**src/rtl/game_seq.sv**
```systemverilog
// game_seq: top-level game sequencer for the invaders design.
// Gates the player/invader controllers, pulses the object reset and keeps
// lives, score and wave. All outputs are registered.
//
// Ports:
//   clk, rst          system clock, synchronous active-high reset
//   frame_tick        one-cycle pulse per frame
//   button_start      debounced start level (rising edge detected here)
//   player_hit        pulse: player struck
//   invader_hit       pulse: invader killed by player bullet
//   invaders_cleared  level: no invaders remain
//   invaders_landed   pulse: formation reached player row
//   state             IDLE=0 PLAY=1 DYING=2 WAVE_CLR=3 GAME_OVER=4
//   play_en           high while state==PLAY
//   obj_rst           one-cycle pulse after each entry to PLAY
//   lives, score, wave, hi_score
//
// Build option: define GAME_SEQ_HISCORE_EN to keep a best-score register;
// otherwise hi_score is tied to zero.
module game_seq #(
  parameter int unsigned LIVES         = 3,
  parameter int unsigned RESPAWN_TICKS = 90,
  parameter int unsigned WAVE_TICKS    = 120,
  parameter int unsigned SCORE_W       = 16,
  parameter int unsigned POINTS        = 10
) (
  input  logic               clk,
  input  logic               rst,
  input  logic               frame_tick,
  input  logic               button_start,
  input  logic               player_hit,
  input  logic               invader_hit,
  input  logic               invaders_cleared,
  input  logic               invaders_landed,
  output logic [2:0]         state,
  output logic               play_en,
  output logic               obj_rst,
  output logic [2:0]         lives,
  output logic [SCORE_W-1:0] score,
  output logic [3:0]         wave,
  output logic [SCORE_W-1:0] hi_score
);

  localparam logic [2:0] S_IDLE      = 3'd0;
  localparam logic [2:0] S_PLAY      = 3'd1;
  localparam logic [2:0] S_DYING     = 3'd2;
  localparam logic [2:0] S_WAVE_CLR  = 3'd3;
  localparam logic [2:0] S_GAME_OVER = 3'd4;

  localparam int unsigned SUM_W = SCORE_W + 33;

  logic               start_q;
  logic               start_rise;
  logic [7:0]         cnt;
  logic [7:0]         cnt_nxt;
  logic [2:0]         lives_dec;
  logic [SUM_W-1:0]   score_sum;
  logic [SCORE_W-1:0] score_inc;

  // Edge seen between the previous and current sample acts this edge.
  assign start_rise = button_start & ~start_q;
  assign cnt_nxt    = cnt + 8'd1;
  assign lives_dec  = lives - 3'd1;

  // Wide add so any POINTS value saturates correctly instead of wrapping.
  always_comb begin
    score_sum = {33'd0, score} + SUM_W'(POINTS);
    if (score_sum[SUM_W-1:SCORE_W] != '0) score_inc = '1;
    else                                  score_inc = score_sum[SCORE_W-1:0];
  end

  always_ff @(posedge clk) begin
    if (rst) begin
      state   <= S_IDLE;
      play_en <= 1'b0;
      obj_rst <= 1'b0;
      lives   <= 3'(LIVES);
      score   <= '0;
      wave    <= 4'd1;
      cnt     <= '0;
      start_q <= 1'b0;
    end else begin
      start_q <= button_start;
      obj_rst <= 1'b0;
      case (state)
        S_IDLE: begin
          if (start_rise) begin
            state   <= S_PLAY;
            play_en <= 1'b1;
            obj_rst <= 1'b1;
            lives   <= 3'(LIVES);
            score   <= '0;
            wave    <= 4'd1;
          end
        end
        S_PLAY: begin
          // Score accrues even on a cycle that also leaves PLAY.
          if (invader_hit) score <= score_inc;
          if (invaders_landed) begin
            state   <= S_GAME_OVER;
            play_en <= 1'b0;
            lives   <= 3'd0;
          end else if (player_hit) begin
            lives   <= lives_dec;
            play_en <= 1'b0;
            cnt     <= '0;
            state   <= (lives_dec == 3'd0) ? S_GAME_OVER : S_DYING;
          end else if (invaders_cleared) begin
            state   <= S_WAVE_CLR;
            play_en <= 1'b0;
            cnt     <= '0;
          end
        end
        S_DYING: begin
          if (frame_tick) begin
            cnt <= cnt_nxt;
            if (cnt_nxt == 8'(RESPAWN_TICKS)) begin
              state   <= S_PLAY;
              play_en <= 1'b1;
              obj_rst <= 1'b1;
            end
          end
        end
        S_WAVE_CLR: begin
          if (frame_tick) begin
            cnt <= cnt_nxt;
            if (cnt_nxt == 8'(WAVE_TICKS)) begin
              state   <= S_PLAY;
              play_en <= 1'b1;
              obj_rst <= 1'b1;
              if (wave != 4'd15) wave <= wave + 4'd1;
            end
          end
        end
        S_GAME_OVER: begin
          if (start_rise) state <= S_IDLE;
        end
        default: begin
          state   <= S_IDLE;
          play_en <= 1'b0;
        end
      endcase
    end
  end

`ifdef GAME_SEQ_HISCORE_EN
  // Score is frozen in GAME_OVER, so updating while there captures the
  // final score one edge after entry.
  always_ff @(posedge clk) begin
    if (rst)                                      hi_score <= '0;
    else if (state == S_GAME_OVER && score > hi_score) hi_score <= score;
  end
`else
  assign hi_score = '0;
`endif

endmodule

```
**config.mk**
```make
export PLATFORM = sky130hd
export DESIGN_NAME = game_seq
export DESIGN_NICKNAME = d
export VERILOG_FILES = /design/src/rtl/game_seq.sv
export SDC_FILE = /design/constraint.sdc
export NUM_CORES = 1
export LEC_CHECK = 0
export ABC_AREA = 1
export CAP_MARGIN = 5
export CORE_MARGIN = 1
export CORE_UTILIZATION = 30
export CTS_BUF_LIST = sky130_fd_sc_hd__clkbuf_16
export CTS_CLUSTER_DIAMETER = 120
export DETAILED_ROUTE_END_ITERATION = 8
export HOLD_SLACK_MARGIN = 0.05
export PLACE_DENSITY_LB_ADDON = 0.15
export REMOVE_ABC_BUFFERS = 1
export SLEW_MARGIN = 0
export SYNTH_ARGS = -nofsm -noshare
export SYNTH_HDL_FRONTEND = slang
export SYNTH_SLANG_ARGS = --single-unit
```
**constraint.sdc**
```tcl
create_clock -name clk -period 4.7 [get_ports clk]
set_input_delay 0.47 -clock clk [delete_from_list [all_inputs] [get_ports clk]]
set_output_delay 0.47 -clock clk [all_outputs]
set_load 0.01 [all_outputs]
```
Word-level counts from Yosys, hierarchy flattened. Index checks and enable logic that the tools add are counted.

Bitwise operators: 3. Add/subtract/negate cells: 4. Muxes and demuxes: 44. Reductions and logical operators: 13. Eq/ne operators: 20.

Operators by type and width (number): 16-bit 2-to-1 mux (3); 3-bit 2-to-1 mux (13); 33-bit nonzero test (1); 8-bit 2-to-1 mux (4); 16-bit one-hot mux with 2 select lines (1); 2-bit != test (second input constant) (9); 16-bit by 4-bit adder with 17-bit output (second input constant) (1); 8-bit by 7-bit == test with 1-bit output (second input constant) (2); 4-bit 2-to-1 mux (4); 8-bit one-hot mux with 2 select lines (1); 3-bit one-hot mux with 5 select lines (1); 7-bit AND reduction (2); 1-bit 2-to-1 mux (13); 8-bit by 1-bit adder with 8-bit output (second input constant) (1); 4-bit != test (second input constant) (2); 4-bit one-hot mux with 2 select lines (1); 3-bit by 2-bit == test with 1-bit output (second input constant) (2); 3-bit zero test (2); 3-bit != test (second input constant) (2); 3-bit one-hot mux with 2 select lines (1); 3-bit AND reduction (2); 2-bit nonzero test (3); 1-bit one-hot mux with 5 select lines (1); 5-bit AND reduction (1); 10 further kinds (11).

Input bits: 8. Flip-flop bits (word level): 37. Logic and storage cells: 92.

Depth between registers and ports, before layout.
Depth after elaboration: 6. Depth in mapped cells: 14. Mapped depth without buffers: 13.

Least setup slack after synthesis. No wires, ideal clock.

Kind: register -> register. Start: register cnt[1]. End: register wave[1]. Data arrival time: 1.549 ns. Cell stages (with the launch flop): 13. Library setup time: 0.114 ns. Path slack: 3.037 ns. Clock period less this slack: 1.663 ns. Path buffers: 0. Cells stage by stage: dfxtp_1 > ha_1 > nand3_1 > o21bai_1 > nand2_1 > nor2_2 > nand3_2 > nand2_4 > nand2_2 > clkinv_4 > nand2_1 > nand2_1 > nor2_2.

Word-level cells in the longest chain between the ends: 4.

Ends and longest elaborated chain: start, declared (line 54) `logic [7:0] cnt;`; start signal, assigned (line 116) `cnt <= cnt_nxt;`; start signal, assigned (line 126) `cnt <= cnt_nxt;`; 8-bit by 1-bit adder with 8-bit output (line 62) `assign cnt_nxt = cnt + 8'd1;`; 8-bit by 7-bit == test with 1-bit output (line 127) `if (cnt_nxt == 8'(WAVE_TICKS)) begin`; 2-bit != test (no source line); 5-bit AND reduction (no source line); end signal, assigned (line 131) `if (wave != 4'd15) wave <= wave + 4'd1;`; end, declared (line 40) `output logic [3:0] wave,`.

No other way between the ends. A chain may end at the register's enable or synchronous reset.

Final worst setup path.
Start: input port button_start. End: register score[12].

Word-level cells in the longest chain between the ends: 3.

Ends and longest elaborated chain: start, declared (line 30) `input logic button_start,`; 1-bit AND (line 61) `assign start_rise = button_start & ~start_q;`; 2-bit != test (no source line); 3-bit AND reduction (no source line); end signal, assigned (line 98) `if (invader_hit) score <= score_inc;`; end, declared (line 39) `output logic [SCORE_W-1:0] score,`.

No other way between the ends.

==> run_results.csv <==
group,metric,value,unit
clock_network,cts_tree,"done",
grt,grt.met3_usage,0.0307,
power,intPower,0.894,mW
synthesis,postSynth.asyncResetShare,0,
route,drt-wirelength-per-cell,11.5,um
floorplan,dieArea,8460,um2
grt,grt_max_degree,24,
floorplan,die_y,92.0,um
power,sw_frac_of_total,0.416,
critical_path,cp_num_buf_inv,4,
timing,min_period_over_period,0.458,
grt,met2_usage,0.206,
power,p_leak,1.20,nW
cells_and_area,final_cell_mix,"nand2_1 (88), dfxtp_1 (37), clkdlybuf4s50_1 (35)",
placement,placed_area,2800,um2
outcome,status,"finished, final reports clean",
timing,fin_tns_setup,0,ns
critical_path,crit_arrival,2.37,ns
critical_path,crit_required,4.92,ns
placement,place_congestion,0.863,
synthesis,seq_area_frac_synth,0.305,
critical_path,slowest_delay,0.45,ns
critical_path,critical_path_peak_fanout,16,
grt,antenna_found_initial,0,
clock_network,cts_buffer_depth,2,
grt,grt_pass1_wl,9700,um
route,postRouteWirelength,5620,um
cells_and_area,drive_gt1_frac,0.122,
timing,layout_setup_ws,2.55,ns
synthesis,synth_area,2430,um2
cells_and_area,nFillCells,842,
power,comb_power_share,0.462,
cells_and_area,final_util,0.381,
cells_and_area,layout_commonest_cell,"nand2_1",
timing,hold_viol,0,
clock_network,post_cts_buffers,0,
clock_network,cts_buffers,5,
clock_network,path_clk_slew,0.06,ns
timing,finalSetupViolCount,0,
timing,slew_headroom,0.636,
floorplan,num_io_pins,52,
synthesis,yosysWarnings,0,
cells_and_area,syn_to_final_growth,22.0,%
grt,busiest_layer,"met1",
clock_network,ctsRootBufferMaster,"clkbuf_16",
synthesis,yosysUniqueCellTypes,40,
clock_network,htree_levels,2,
grt,grtUsageTotal,0.142,
route,viasPerCell,4.60,
timing,slew_viol_final,0,
power,p_sw,0.637,mW
timing,hold_ws,0.491,ns
route,dr.first_iter.drc_count,94,
floorplan,die_w,92.0,um
route,ant_nets,0,
clock_network,hold_buffers,0,
clock_network,insertion_delay,0.28,ns
floorplan,num_rows,32,
floorplan,initial_core_util,0.313,
cells_and_area,nets,401,
placement,dpl_worst_slack,2.24,ns
clock_network,numClockSinks,37,
timing,fin_skew,0.00889,ns
route,drt_pre_antenna_iters,4,
placement,dpl.hpwl,4210,um
power,power.density,517,nW/um2
timing,worst_slew_pin_slew,0.544,ns
placement,port_buffers,35,
synthesis,syn_inst,351,
route,num_vias,2243,
cells_and_area,final_cell_area,2960,um2
critical_path,worstSetupPathType,"primary input to flip-flop",
synthesis,ys.flop_type,"dfxtp_1",
critical_path,critPathSlowestCell,"clkdlybuf4s50_1",
synthesis,synth_seq_cells,37,
timing,clock.fmax,464,MHz
synthesis,syn_avg_cell_area,6.92,um2
timing,post-route-min-period,2.15,ns
critical_path,path_cells,"clkdlybuf4s50_1, inv_1, nor2_1, nor2_2, nor2_4, nand2_1, nand2_2, inv_4, nor2_8, o21ai_0, nand3_1, nand3_1, inv_1",
floorplan,core_area,7770,um2
timing,rsz0062_at_grt,"no",
grt,grt_pass1_vias,2019,
critical_path,cp-end-kind,"flip-flop",
power,ir_drop,0.000258,V
critical_path,path_delay_family,"simple AND/OR/NAND/NOR gates",
grt,grtUsageMet1,0.207,
power,power_frac_seq,0.296,
cells_and_area,diodes,0,
flow_run,cap_violations,0,
clock_network,cts-resized-gates,0,
route,drc,0,
min_path,min_path_type,"flip-flop to flip-flop",
critical_path,cp-start-kind,"primary input",
power,clkPwrFrac,0.242,
grt,gr-total-overflow,0,
synthesis,synth-edff-count,0,
-- final timing paths --
kind                                          start                     end  slack, ns  depth (start not counted)
worst max-delay path                   button_start  score[12]$_SDFFE_PP0P_       2.55                         13
worst min-delay path            cnt[7]$_SDFFE_PP0P_     cnt[7]$_SDFFE_PP0P_       0.49                          2
worst max register to register  cnt[1]$_SDFFE_PP0P_    wave[1]$_SDFFE_PP0P_       2.82                         12
worst min register to register  cnt[7]$_SDFFE_PP0P_     cnt[7]$_SDFFE_PP0P_       0.49                          2
-- cell usage after synthesis, types with 2 or more instances --
cell      count  area (um2)
nand2_1      88         330
dfxtp_1      37         741
inv_1        31         116
nor2_1       30         113
o21ai_0      18        90.1
a21oi_1      17        85.1
buf_4        17         128
nand3_1      17        85.1
nor2_2       11        68.8
nand4_1       9        56.3
ha_1          7        87.6
nand2_2       6        37.5
nor3_1        6        30.0
nand3_2       5        50.1
a211oi_1      4        30.0
inv_2         4        15.0
nor2_4        4        45.0
xnor2_1       4        35.0
xor2_1        4        35.0
a21oi_2       3        26.3
a31oi_1       3        18.8
o31ai_1       3        22.5
buf_2         2        10.0
buf_6         2        22.5
o211a_1       2        20.0
o211ai_1      2        15.0
o21ai_1       2        10.0
-- kinds of logic after synthesis --
| logic type | count (synthesis) | share of synthesized area |
|---|---|---|
| simple gates | 181 | 0.360 |
| buf+inv | 60 | 0.129 |
| compound gates | 57 | 0.140 |
| flops | 37 | 0.305 |
| xor+xnor | 8 | 0.0288 |
| fa+ha+maj | 7 | 0.0361 |
| other cells | 1 | 0.00154 |
-- stage by stage --
step | std cells | total power, mW
after floorplan | 343 | 0.956
after global placement | 481 | 1.17
after detailed placement | 481 | 1.17
after CTS | 488 | 1.55
after global routing | 488 | 1.67
final | 488 | 1.53
-- registers in the layout, summed over array words and instances, names as in the netlist --
name and flops:
score 16, state 3, lives 3, obj_rst 1
cnt 8, start_q 1, play_en 1, wave 4
-- per-layer routing --
layer  vias up  part of all wire
met2        46              0.43
met5         -                 0
met1      1010              0.53
met3         5             0.038
li1       1182                 -
met4         0             0.011
-- power groups by stage --
stage | sequential, mW | combinational, mW | clock (mW)
global route | 0.466 | 0.812 | 0.394
CTS | 0.454 | 0.718 | 0.381
finish | 0.453 | 0.707 | 0.371
global placement | 0.461 | 0.710 | 0
detailed placement | 0.460 | 0.715 | 0
floorplan | 0.467 | 0.489 | 0
-- worst min-delay path: cells and delay by family, from the launching register on --
family	cells	cell delay (ns)
AO/OA/AOI/OAI	1	0.06
flip-flops	1	0.31
buffers and inverters	1	0.07
-- layout make-up --
type                    count  area, um2  area share
inverters                  37        146      0.0494
clock buffers               5        125      0.0422
repair buffers             36        358       0.121
clock inverters             2       35.0      0.0118
flip-flops and latches     37        741       0.250
well taps                 102        128      0.0431
multi-input cells         269       1430       0.483
Note: power is estimated with default switching activity, not from simulation.
